$ cat src/rtl/fltadd_seq.sv
// fltadd_seq: multi-cycle FP16 add/subtract engine working on byte-wide data memory.
// It loads flt1 (BASE, BASE+1) and flt2 (BASE+2, BASE+3), both big-endian. It then
// aligns, adds and normalizes one bit per cycle, and writes the result to BASE+4/BASE+5.
// Rounding is truncation everywhere. Results that overflow saturate to the largest finite
// value, and exponent 31 on an input is treated as an ordinary exponent.
// Ports:
//   clk         rising-edge clock
//   reset       synchronous, active-high reset
//   start       one-cycle request, accepted only in IDLE or DONE
//   mem_addr    byte address (registered)
//   mem_rd_data combinational read data for mem_addr
//   mem_wr_en   write strobe, high only in ST0/ST1 (registered)
//   mem_wr_data write data (registered)
//   busy        high in every state except IDLE and DONE (registered)
//   done        high in DONE until the next start or reset (registered)
module fltadd_seq #(
    parameter logic [7:0] BASE      = 8'd128,
    parameter int         MAX_SHIFT = 12
) (
    input  logic       clk,
    input  logic       reset,
    input  logic       start,
    output logic [7:0] mem_addr,
    input  logic [7:0] mem_rd_data,
    output logic       mem_wr_en,
    output logic [7:0] mem_wr_data,
    output logic       busy,
    output logic       done
);

    typedef enum logic [3:0] {
        S_IDLE, S_LD0, S_LD1, S_LD2, S_LD3, S_UNPACK, S_ALIGN,
        S_ADD, S_NORM, S_PACK, S_ST0, S_ST1, S_DONE
    } state_t;

    localparam logic [5:0] MAX_SHIFT_C = 6'(MAX_SHIFT);

    state_t      state_r, state_next_s;
    logic [15:0] flt1_r, flt2_r, result_r;
    logic        sign_r, sub_r;
    logic [5:0]  e_r;
    logic [10:0] ma_r, mb_r;
    logic [4:0]  k_r;
    logic [11:0] s_r;

    logic [4:0]  exp1_s, exp2_s;
    logic [5:0]  e1_s, e2_s, ea_s, eb_s, diff_s;
    logic [10:0] m1_s, m2_s;
    logic        a_is_1_s;
    logic [4:0]  k_s;
    logic [11:0] sum_s, norm_s_s;
    logic [5:0]  norm_e_s;
    logic        norm_need_s, norm_more_s;
    logic [15:0] pack_s;

    // Unpack both operands and pick the larger magnitude as A; ties keep flt1 as A.
    always_comb begin
        exp1_s   = flt1_r[14:10];
        exp2_s   = flt2_r[14:10];
        e1_s     = (exp1_s == 5'd0) ? 6'd1 : {1'b0, exp1_s};
        e2_s     = (exp2_s == 5'd0) ? 6'd1 : {1'b0, exp2_s};
        m1_s     = {|exp1_s, flt1_r[9:0]};
        m2_s     = {|exp2_s, flt2_r[9:0]};
        a_is_1_s = (flt1_r[14:0] >= flt2_r[14:0]);
        if (a_is_1_s) begin
            ea_s = e1_s;
            eb_s = e2_s;
        end else begin
            ea_s = e2_s;
            eb_s = e1_s;
        end
        // The larger magnitude never has the smaller exponent, so this cannot wrap.
        diff_s = ea_s - eb_s;
        if (diff_s > MAX_SHIFT_C) begin
            k_s = MAX_SHIFT_C[4:0];
        end else begin
            k_s = diff_s[4:0];
        end
    end

    // Magnitude add/subtract; A is the larger operand, so a difference is never negative.
    always_comb begin
        if (sub_r) begin
            sum_s = {1'b0, ma_r} - {1'b0, mb_r};
        end else begin
            sum_s = {1'b0, ma_r} + {1'b0, mb_r};
        end
        norm_need_s = sum_s[11] | (~sum_s[10] & (e_r > 6'd1));
    end

    // One normalization step: a carry-out shifts right once, otherwise shift left
    // until the hidden bit is set or the exponent reaches the subnormal floor.
    always_comb begin
        if (s_r[11]) begin
            norm_s_s    = {1'b0, s_r[11:1]};
            norm_e_s    = e_r + 6'd1;
            norm_more_s = 1'b0;
        end else begin
            norm_s_s    = {s_r[10:0], 1'b0};
            norm_e_s    = e_r - 6'd1;
            norm_more_s = ~norm_s_s[10] & (norm_e_s > 6'd1);
        end
    end

    // Pack sign/exponent/fraction. Overflow saturates to the largest finite value,
    // and a clear hidden bit selects the subnormal encoding.
    always_comb begin
        if (e_r > 6'd30) begin
            pack_s = {sign_r, 15'h7BFF};
        end else if (!s_r[10]) begin
            pack_s = {sign_r, 5'd0, s_r[9:0]};
        end else begin
            pack_s = {sign_r, e_r[4:0], s_r[9:0]};
        end
    end

    // Next-state logic.
    always_comb begin
        state_next_s = state_r;
        case (state_r)
            S_IDLE, S_DONE: begin
                if (start) begin
                    state_next_s = S_LD0;
                end else begin
                    state_next_s = state_r;
                end
            end
            S_LD0:    state_next_s = S_LD1;
            S_LD1:    state_next_s = S_LD2;
            S_LD2:    state_next_s = S_LD3;
            S_LD3:    state_next_s = S_UNPACK;
            S_UNPACK: begin
                if (k_s != 5'd0) begin
                    state_next_s = S_ALIGN;
                end else begin
                    state_next_s = S_ADD;
                end
            end
            S_ALIGN: begin
                if (k_r <= 5'd1) begin
                    state_next_s = S_ADD;
                end else begin
                    state_next_s = S_ALIGN;
                end
            end
            S_ADD: begin
                if (sum_s == 12'd0) begin
                    state_next_s = S_PACK;
                end else if (norm_need_s) begin
                    state_next_s = S_NORM;
                end else begin
                    state_next_s = S_PACK;
                end
            end
            S_NORM: begin
                if (norm_more_s) begin
                    state_next_s = S_NORM;
                end else begin
                    state_next_s = S_PACK;
                end
            end
            S_PACK:  state_next_s = S_ST0;
            S_ST0:   state_next_s = S_ST1;
            S_ST1:   state_next_s = S_DONE;
            default: state_next_s = S_IDLE;
        endcase
    end

    // State register and registered outputs, which are derived from the upcoming state so
    // they line up with it. The store data comes from pack_s while the state is PACK.
    always_ff @(posedge clk) begin
        if (reset) begin
            state_r     <= S_IDLE;
            mem_addr    <= 8'd0;
            mem_wr_en   <= 1'b0;
            mem_wr_data <= 8'd0;
            busy        <= 1'b0;
            done        <= 1'b0;
        end else begin
            state_r     <= state_next_s;
            busy        <= (state_next_s != S_IDLE) && (state_next_s != S_DONE);
            done        <= (state_next_s == S_DONE);
            mem_wr_en   <= (state_next_s == S_ST0) || (state_next_s == S_ST1);
            case (state_next_s)
                S_LD0:   begin mem_addr <= BASE;         mem_wr_data <= 8'd0;          end
                S_LD1:   begin mem_addr <= BASE + 8'd1;  mem_wr_data <= 8'd0;          end
                S_LD2:   begin mem_addr <= BASE + 8'd2;  mem_wr_data <= 8'd0;          end
                S_LD3:   begin mem_addr <= BASE + 8'd3;  mem_wr_data <= 8'd0;          end
                S_ST0:   begin mem_addr <= BASE + 8'd4;  mem_wr_data <= pack_s[15:8];  end
                S_ST1:   begin mem_addr <= BASE + 8'd5;  mem_wr_data <= result_r[7:0]; end
                default: begin mem_addr <= 8'd0;         mem_wr_data <= 8'd0;          end
            endcase
        end
    end

    // Datapath registers, which are updated according to the current state.
    always_ff @(posedge clk) begin
        if (reset) begin
            flt1_r   <= 16'd0;
            flt2_r   <= 16'd0;
            result_r <= 16'd0;
            sign_r   <= 1'b0;
            sub_r    <= 1'b0;
            e_r      <= 6'd0;
            ma_r     <= 11'd0;
            mb_r     <= 11'd0;
            k_r      <= 5'd0;
            s_r      <= 12'd0;
        end else begin
            case (state_r)
                S_LD0: flt1_r[15:8] <= mem_rd_data;
                S_LD1: flt1_r[7:0]  <= mem_rd_data;
                S_LD2: flt2_r[15:8] <= mem_rd_data;
                S_LD3: flt2_r[7:0]  <= mem_rd_data;
                S_UNPACK: begin
                    sign_r <= a_is_1_s ? flt1_r[15] : flt2_r[15];
                    sub_r  <= flt1_r[15] ^ flt2_r[15];
                    e_r    <= ea_s;
                    ma_r   <= a_is_1_s ? m1_s : m2_s;
                    mb_r   <= a_is_1_s ? m2_s : m1_s;
                    k_r    <= k_s;
                end
                S_ALIGN: begin
                    mb_r <= {1'b0, mb_r[10:1]};
                    k_r  <= k_r - 5'd1;
                end
                S_ADD: begin
                    if (sum_s == 12'd0) begin
                        // An exact cancellation always gives positive zero.
                        s_r    <= 12'd0;
                        e_r    <= 6'd0;
                        sign_r <= 1'b0;
                    end else begin
                        s_r <= sum_s;
                    end
                end
                S_NORM: begin
                    s_r <= norm_s_s;
                    e_r <= norm_e_s;
                end
                S_PACK:  result_r <= pack_s;
                default: ;
            endcase
        end
    end

endmodule

$ cat config.mk
export PLATFORM = sky130hd
export DESIGN_NAME = fltadd_seq
export DESIGN_NICKNAME = d
export VERILOG_FILES = /design/src/rtl/fltadd_seq.sv
export SDC_FILE = /design/constraint.sdc
export NUM_CORES = 1
export LEC_CHECK = 0
export BUFFER_PORTS_ARGS = -buffer_cell sky130_fd_sc_hd__buf_2
export CORE_ASPECT_RATIO = 1.75
export CORE_MARGIN = 2
export CORE_UTILIZATION = 67
export CTS_CLUSTER_DIAMETER = 60
export DETAILED_ROUTE_END_ITERATION = 7
export HOLD_SLACK_MARGIN = 0.03
export PLACE_DENSITY = 0.86
export SLEW_MARGIN = 10
export SYNTH_ARGS = -nofsm -noshare
export SYNTH_HDL_FRONTEND = slang
export SYNTH_SLANG_ARGS = --single-unit
$ cat constraint.sdc
create_clock -name clk -period 12.3 [get_ports clk]
set_input_delay 1.845 -clock clk [delete_from_list [all_inputs] [get_ports clk]]
set_output_delay 1.845 -clock clk [all_outputs]
set_load 0.05 [all_outputs]
### After elaboration in Yosys (flattened, before gate mapping)

Cells that the tools add are included.

| operators by class | value |
|---|---|
| $add $sub $neg | 6 |
| magnitude comparators | 6 |
| eq/ne operators | 21 |
| mux-type cells | 31 |
| bitwise logic cells | 6 |
| reduce and logical (&&, ||, !) cells | 17 |

Operators by type and width:

| kind | count |
|---|---|
| $pmux 4 s12 | 1 |
| $pmux 8 s6 | 1 |
| $mux 12 | 3 |
| $eq 4x4->1 const B | 8 |
| $mux 15 | 2 |
| $mux 5 | 5 |
| $pmux 12 s2 | 1 |
| $mux 11 | 2 |
| $pmux 11 s2 | 1 |
| $eq 4x3->1 const B | 5 |
| $pmux 6 s3 | 1 |
| $eq 4x2->1 const B | 4 |
| $pmux 8 s2 | 1 |
| $ge 15x15->1 | 1 |
| $add 11x11->12 | 1 |
| $gt 6x1->1 const B | 2 |
| $logic_not 12->1 | 1 |
| $mux 6 | 2 |
| $sub 11x11->12 | 1 |
| $logic_not 5->1 | 2 |
| $pmux 5 s2 | 1 |
| $reduce_or 5->1 | 2 |
| $eq 4x1->1 const B | 2 |
| $mux 1 | 8 |
| 24 further kinds | 29 |

| word-level totals | value |
|---|---|
| register bits | 110 |
| input bits | 11 |
| output and inout port bits | 19 |
| logic and storage cells | 105 |

### Logic depth before layout (Yosys ltp)

| depth | value |
|---|---|
| word-level depth | 11 |
| mapped depth | 22 |
| gate-level depth less buffers | 19 |

### Least setup slack after synthesis

OpenSTA, ideal clock, no wires.

| timing path | value |
|---|---|
| path kind | register to register |
| from | reg flt2_r[14] |
| to | reg mem_addr[7] |
| library setup time | 87 ps |
| arrival time | 3987 ps |
| setup slack | 8226 ps |
| stages on the path, launching flop included | 20 |
| path buffers | 3 |
| cells stage by stage | dfxtp_1 inv_1 ha_1 nand3_1 nor3_1 nand2_1 o211ai_1 a31o_2 buf_2 buf_2 buf_1 mux2i_1 ha_1 a21o_1 a21o_1 or3_1 a31o_2 o2111ai_1 a21oi_1 o31ai_1 |

| between the ends | value |
|---|---|
| word-level cells in the longest chain between the ends | 11 |

RTL lines:

| what | RTL line | source |
|---|---|---|
| start, declared | 39 | `logic [15:0] flt1_r, flt2_r, result_r;` |
| start signal, assigned | 213 | `S_LD2: flt2_r[15:8] <= mem_rd_data;` |
| branches (longest 3 deep; another with $ge 15x15->1) | n/a |  |
| $sub 6x6->6 * | 73 | `diff_s = ea_s - eb_s;` |
| $gt 6x4->1 | 74 | `if (diff_s > MAX_SHIFT_C) begin` |
| $mux 5 * | 74 |  |
| $reduce_bool 5->1 * | 133 | `if (k_s != 5'd0) begin` |
| $mux 1 * | 133 |  |
| $pmux 4 s12 * | 120 | `case (state_r)` |
| $eq 4x4->1 (tied with other cells) | 184 | `case (state_next_s)` |
| $pmux 8 s6 * | 184 |  |
| end signal, assigned | 189 | `S_ST0: begin mem_addr <= BASE + 8'd4; mem_wr_data <= pack_s[15:8]; end` |
| end signal, assigned | 190 | `S_ST1: begin mem_addr <= BASE + 8'd5; mem_wr_data <= result_r[7:0]; end` |
| end, declared | 23 | `output logic [7:0] mem_addr,` |

Every way passes the cells marked *.
A chain may end at the register's enable or synchronous reset.

### Final worst setup path

| timing path | value |
|---|---|
| from | reg flt2_r[13] |
| to | reg mem_addr[7] |

Same word-level chain as after synthesis.

==> results.md <==
- The flow ran to the end, and the final reports show no timing, DRC or antenna violations.
- The total setup violations reported at the end of the flow is 0.
- Across the VDD grid, the largest voltage drop is 0.147 mV.
- The count of nets left with antenna violations once routing finished came out at 0.
- The maximum number of pins on one net before global-route repair is 102.
- The most frequently used flop master after synthesis is sky130_fd_sc_hd__dfxtp_1.
- The clock sink count is between 100 and 150.
- The area added between synthesis and finish is 6.01%.
- The number of I/O port buffers is 25.
- For this run, the number of Yosys warnings is 0.
- Cells fill between 70% and 80% of the core in the end.
- The most prevalent standard cell on the critical path is sky130_fd_sc_hd__inv_1.
- The arrival time reported for the critical path endpoint is 4.82 ns.
- The critical path goes through inv_1 > ha_1 > nand3_1 > nor3_1 > nand2_1 > o211ai_1 > a31o_2 > mux2i_1 > inv_1 > ha_1 > inv_1 > fa_1 > a21o_1 > a21oi_1 > mux2i_1 > a31o_2 > o2111ai_1 > a21oi_1 > o31ai_1.
- The top fanout value on the critical path is 44.
- In this run the count of I/O pins placed on the die edge is 30.
- On the final layout, the worst hold slack is 0.476 ns.
- The worst-case setup margin in the final layout is about 7.7 ns.
- Detailed routing placed a total of roughly 760 um of wire on met3.
- Summed over all failing endpoints, the final setup total negative slack is 0 ns.
- In this run the worst hold path is classified as flop to flop.
- In the final routed layout, each cell accounts on average for 17.4 um.
- The category of the most critical setup path is flop to flop.
- The number of enable-type register cells in the synthesized netlist is 0.
- After detailed routing, the number of vias per cell comes to roughly 6.3.
- The floorplan step defined a die boundary enclosing 10200 um^2.
- The initial utilization of the core area, before any placement, comes to 69.4%.
- The final period demand of the worst path is around 4.6 ns.
- Counting cells, the worst reg-to-reg path comes to 19.
- For this design the ratio of total power to cell area is between 100 and 150 nW/um^2.
- For the worst-skew pair, the clock arrives at the later sink with an insertion delay of roughly 0.35 ns.
- The static leakage is around 2.5 nW.
- The maximum buffer depth of the clock tree is 2.
- The antenna diode count is 0.
- The clock arrives with 0.00538 ns of skew.
- The length of routed met2 wiring is between 8000 and 9000 um.
- The final RePlAce weighted congestion is between 0.9 and 1.
- The number of gates resized after cts is 0.
- The cell at the root of the clock tree is sky130_fd_sc_hd__clkbuf_16.
- Headroom to the max-slew limit came out at 21.6%.
- The final worst-path cycle share is 37.6%.
- The clock edge transition at the registers on the reported setup and hold paths is 0.07 ns.
- Power comes to 865 uW.
- The final wirelength is 16100 um.
- The worst reg2reg path startpoint is flt2_r[13].
- Clock tree synthesis inserted a total of 9 buffers.
- For this run the aggregate overflow at the end of global routing stands at 0.
- For this run, asynchronously set or reset flops after synthesis account for 0%.
- The post-layout net count is 854.
- The destination of the critical timing path is mem_addr[7].
- The cell type of the slowest stage on the worst timing path is sky130_fd_sc_hd__a31o_2.
- The critical path capture point type is a flop.
- Setup repair after global routing left no endpoint under its margin.
- In the synthesized netlist, the number of instances is 810.
- The finished layout holds 928 standard cells, fillers aside.
- For this run, design rule violations remaining after detail routing come to 0.
- Sorting the synthesized cells by area gives the leading types as sky130_fd_sc_hd__dfxtp_1 34%, sky130_fd_sc_hd__a21oi_1 7.5%, sky130_fd_sc_hd__ha_1 7.5%.
- The kind of start point of the critical path is a flop.
- The finished cells cover around 6700 um^2.
- The fmax is between 200 and 250 MHz.
- The overall via count from detail_route is 5886.
- The number of DRC markers after the initial detailed-route iteration is 579.
- The floorplan core area is 9090 um^2.
- The CTS tree is built.
- The final hold violation count came to 0.
- The chip width is 77.4 um.
- Synthesis inferred 106 register bits.
- Of all cell types, the one taking the most synthesized area is sky130_fd_sc_hd__dfxtp_1.
- Routed signal wires occupy layers up through met4.
- The required time of the critical path is between 10 and 15 ns.
- At the pin with the least slew margin, the transition time is 1.17 ns.
- After floorplanning, the core was divided into 46 placement rows.
- The number of antenna violations at the first check in global routing is 0.
- The first TritonRoute pass finished after 6 iterations.
- The post-place instance area is 6410 um^2.
- The worst hold path was traced through 2 stages.
- The endpoint identified for the worst register-to-register timing path is mem_addr[7].
- The first-pass GRT wire length is 26200 um.
- The reg2reg setup slack is 7.68 ns.
- The area share of the largest cell type after synthesis is 33.6%.
- In this run the cell area of the synthesized design comes to roughly 6300 um^2.
- After clock tree synthesis, the setup repair step added 0 buffers.
- The cell total after placement is 912.
- The share of synthesized area occupied by flip-flops and latches is between 30% and 40%.
- The number of unique standard cell types used by synthesis is 67.
- The post-detailed-placement half-perimeter wirelength is 12000 um.
- The via count of the first global-routing pass is 5541.
- For this run, the slowest stage of the critical path takes about 0.79 ns.
- For this design, the CTS-stage hold fixing added 0 buffers.
- The number of max-capacitance violations reported is 0.
- The synthesized area divided by synthesized cell count is 7.79 um^2.
- The y dimension of the die is approximately 130 um.
- The global routing usage summed across all routing layers is about a third.
- The critical path starts at flt2_r[13].
- The H-tree was split into 3 levels.
- Of the cells placed in the final design, the portion with a size suffix greater than 1 is 9.65%.
- The number of pins with negative max-slew slack in the final report is 0.
- After detailed routing, the wire length on met1 is 6060 um.
- The setup slack after placement is 7.81 ns.
critical path, delay by kind of cell, from the launching register on:
family | cells | cell delay, ns
AO/OA/AOI/OAI | 8 | 1.93
adder cells (fa/ha/maj) | 3 | 0.85
AND/OR/NAND/NOR | 3 | 0.55
multiplexers | 2 | 0.49
flip-flops | 1 | 0.38
buffers and inverters | 3 | 0.25
worst min-delay path by stage:
stage | start | to
2_1_floorplan | result_r[0] | mem_wr_data[0]
3_3_place_gp | k_r[4] | k_r[4]
3_5_place_dp | flt2_r[8] | flt2_r[8]
4_1_cts | ma_r[10] | ma_r[10]
5_1_grt | ma_r[10] | ma_r[10]
6_report | ma_r[10] | ma_r[10]
final cells by class:
type	instances	area (um^2)
timing repair buffer	29	155
clock inverter	5	30.0
inverter	33	124
fill	787	2410
sequential	106	2120
clock buffer	11	243
multi-input combinational	624	3860
tap	120	150
routing by layer:
layer  up-vias  track usage [%]
met5         -                0
met4         0             17.7
met3        52             3.97
met2       220             58.6
met1      2746             34.9
li1       2868                -
layout by cell type (no fill, tap or decap), types with 8 or more instances in the layout:
master / count
sky130_fd_sc_hd__a211oi_1: 20
sky130_fd_sc_hd__a21o_1: 12
sky130_fd_sc_hd__a21oi_1: 95
sky130_fd_sc_hd__a22oi_1: 15
sky130_fd_sc_hd__buf_2: 25
sky130_fd_sc_hd__clkbuf_16: 9
sky130_fd_sc_hd__dfxtp_1: 106
sky130_fd_sc_hd__ha_1: 38
sky130_fd_sc_hd__inv_1: 33
sky130_fd_sc_hd__mux2_2: 18
sky130_fd_sc_hd__mux2i_1: 16
sky130_fd_sc_hd__nand2_1: 113
sky130_fd_sc_hd__nand3_1: 10
sky130_fd_sc_hd__nor2_1: 91
sky130_fd_sc_hd__nor2b_1: 8
sky130_fd_sc_hd__nor3_1: 35
sky130_fd_sc_hd__o21ai_0: 30
sky130_fd_sc_hd__xnor2_1: 16
registers in the layout (all words and copies together), names as in the netlist:
name,cells
flt1_r,16
flt2_r,16
s_r,12
ma_r,11
mb_r,11
mem_wr_data,8
result_r,8
e_r,6
k_r,5
mem_addr,4
state_r,4
busy,1
done,1
mem_wr_en,1
sign_r,1
sub_r,1
synthesized netlist by cell type (5+ instances only):
| cell | instances |
|---|---|
| sky130_fd_sc_hd__buf_1 | 5 |
| sky130_fd_sc_hd__nand4_1 | 5 |
| sky130_fd_sc_hd__mux2_2 | 18 |
| sky130_fd_sc_hd__a21o_1 | 12 |
| sky130_fd_sc_hd__nand2_1 | 113 |
| sky130_fd_sc_hd__o21ai_0 | 30 |
| sky130_fd_sc_hd__nor2_1 | 92 |
| sky130_fd_sc_hd__nor3_1 | 35 |
| sky130_fd_sc_hd__xor2_1 | 7 |
| sky130_fd_sc_hd__nor4_1 | 6 |
| sky130_fd_sc_hd__nand3_1 | 10 |
| sky130_fd_sc_hd__a221oi_1 | 7 |
| sky130_fd_sc_hd__a21oi_1 | 95 |
| sky130_fd_sc_hd__nor2b_1 | 8 |
| sky130_fd_sc_hd__inv_1 | 33 |
| sky130_fd_sc_hd__clkbuf_1 | 38 |
| sky130_fd_sc_hd__xnor2_1 | 16 |
| sky130_fd_sc_hd__ha_1 | 38 |
| sky130_fd_sc_hd__mux2i_1 | 16 |
| sky130_fd_sc_hd__a22oi_1 | 15 |
| sky130_fd_sc_hd__a31oi_1 | 7 |
| sky130_fd_sc_hd__dfxtp_1 | 106 |
| sky130_fd_sc_hd__a211oi_1 | 20 |
| sky130_fd_sc_hd__nand2b_1 | 6 |
cell families (layout without fill, tap and decap cells):
kind of cell / count (synthesis) / in the layout / synth area share (%)
flops: 106 / 106 / 33.6
simple gates: 293 / 293 / 20.4
fa+ha+maj: 40 / 40 / 8.17
compound gates: 230 / 230 / 23.5
other cells: 1 / 4 / 0.0594
mux: 34 / 34 / 5.75
buf+inv: 83 / 78 / 5.34
xor+xnor: 23 / 23 / 3.19
power breakdown:
part,switching [mW],internal (mW)
Clock,0.128,0.142
Combinational,0.141,0.0865
Sequential,0.0140,0.354
Total,0.283,0.582
(Power assumes the default switching activity.)
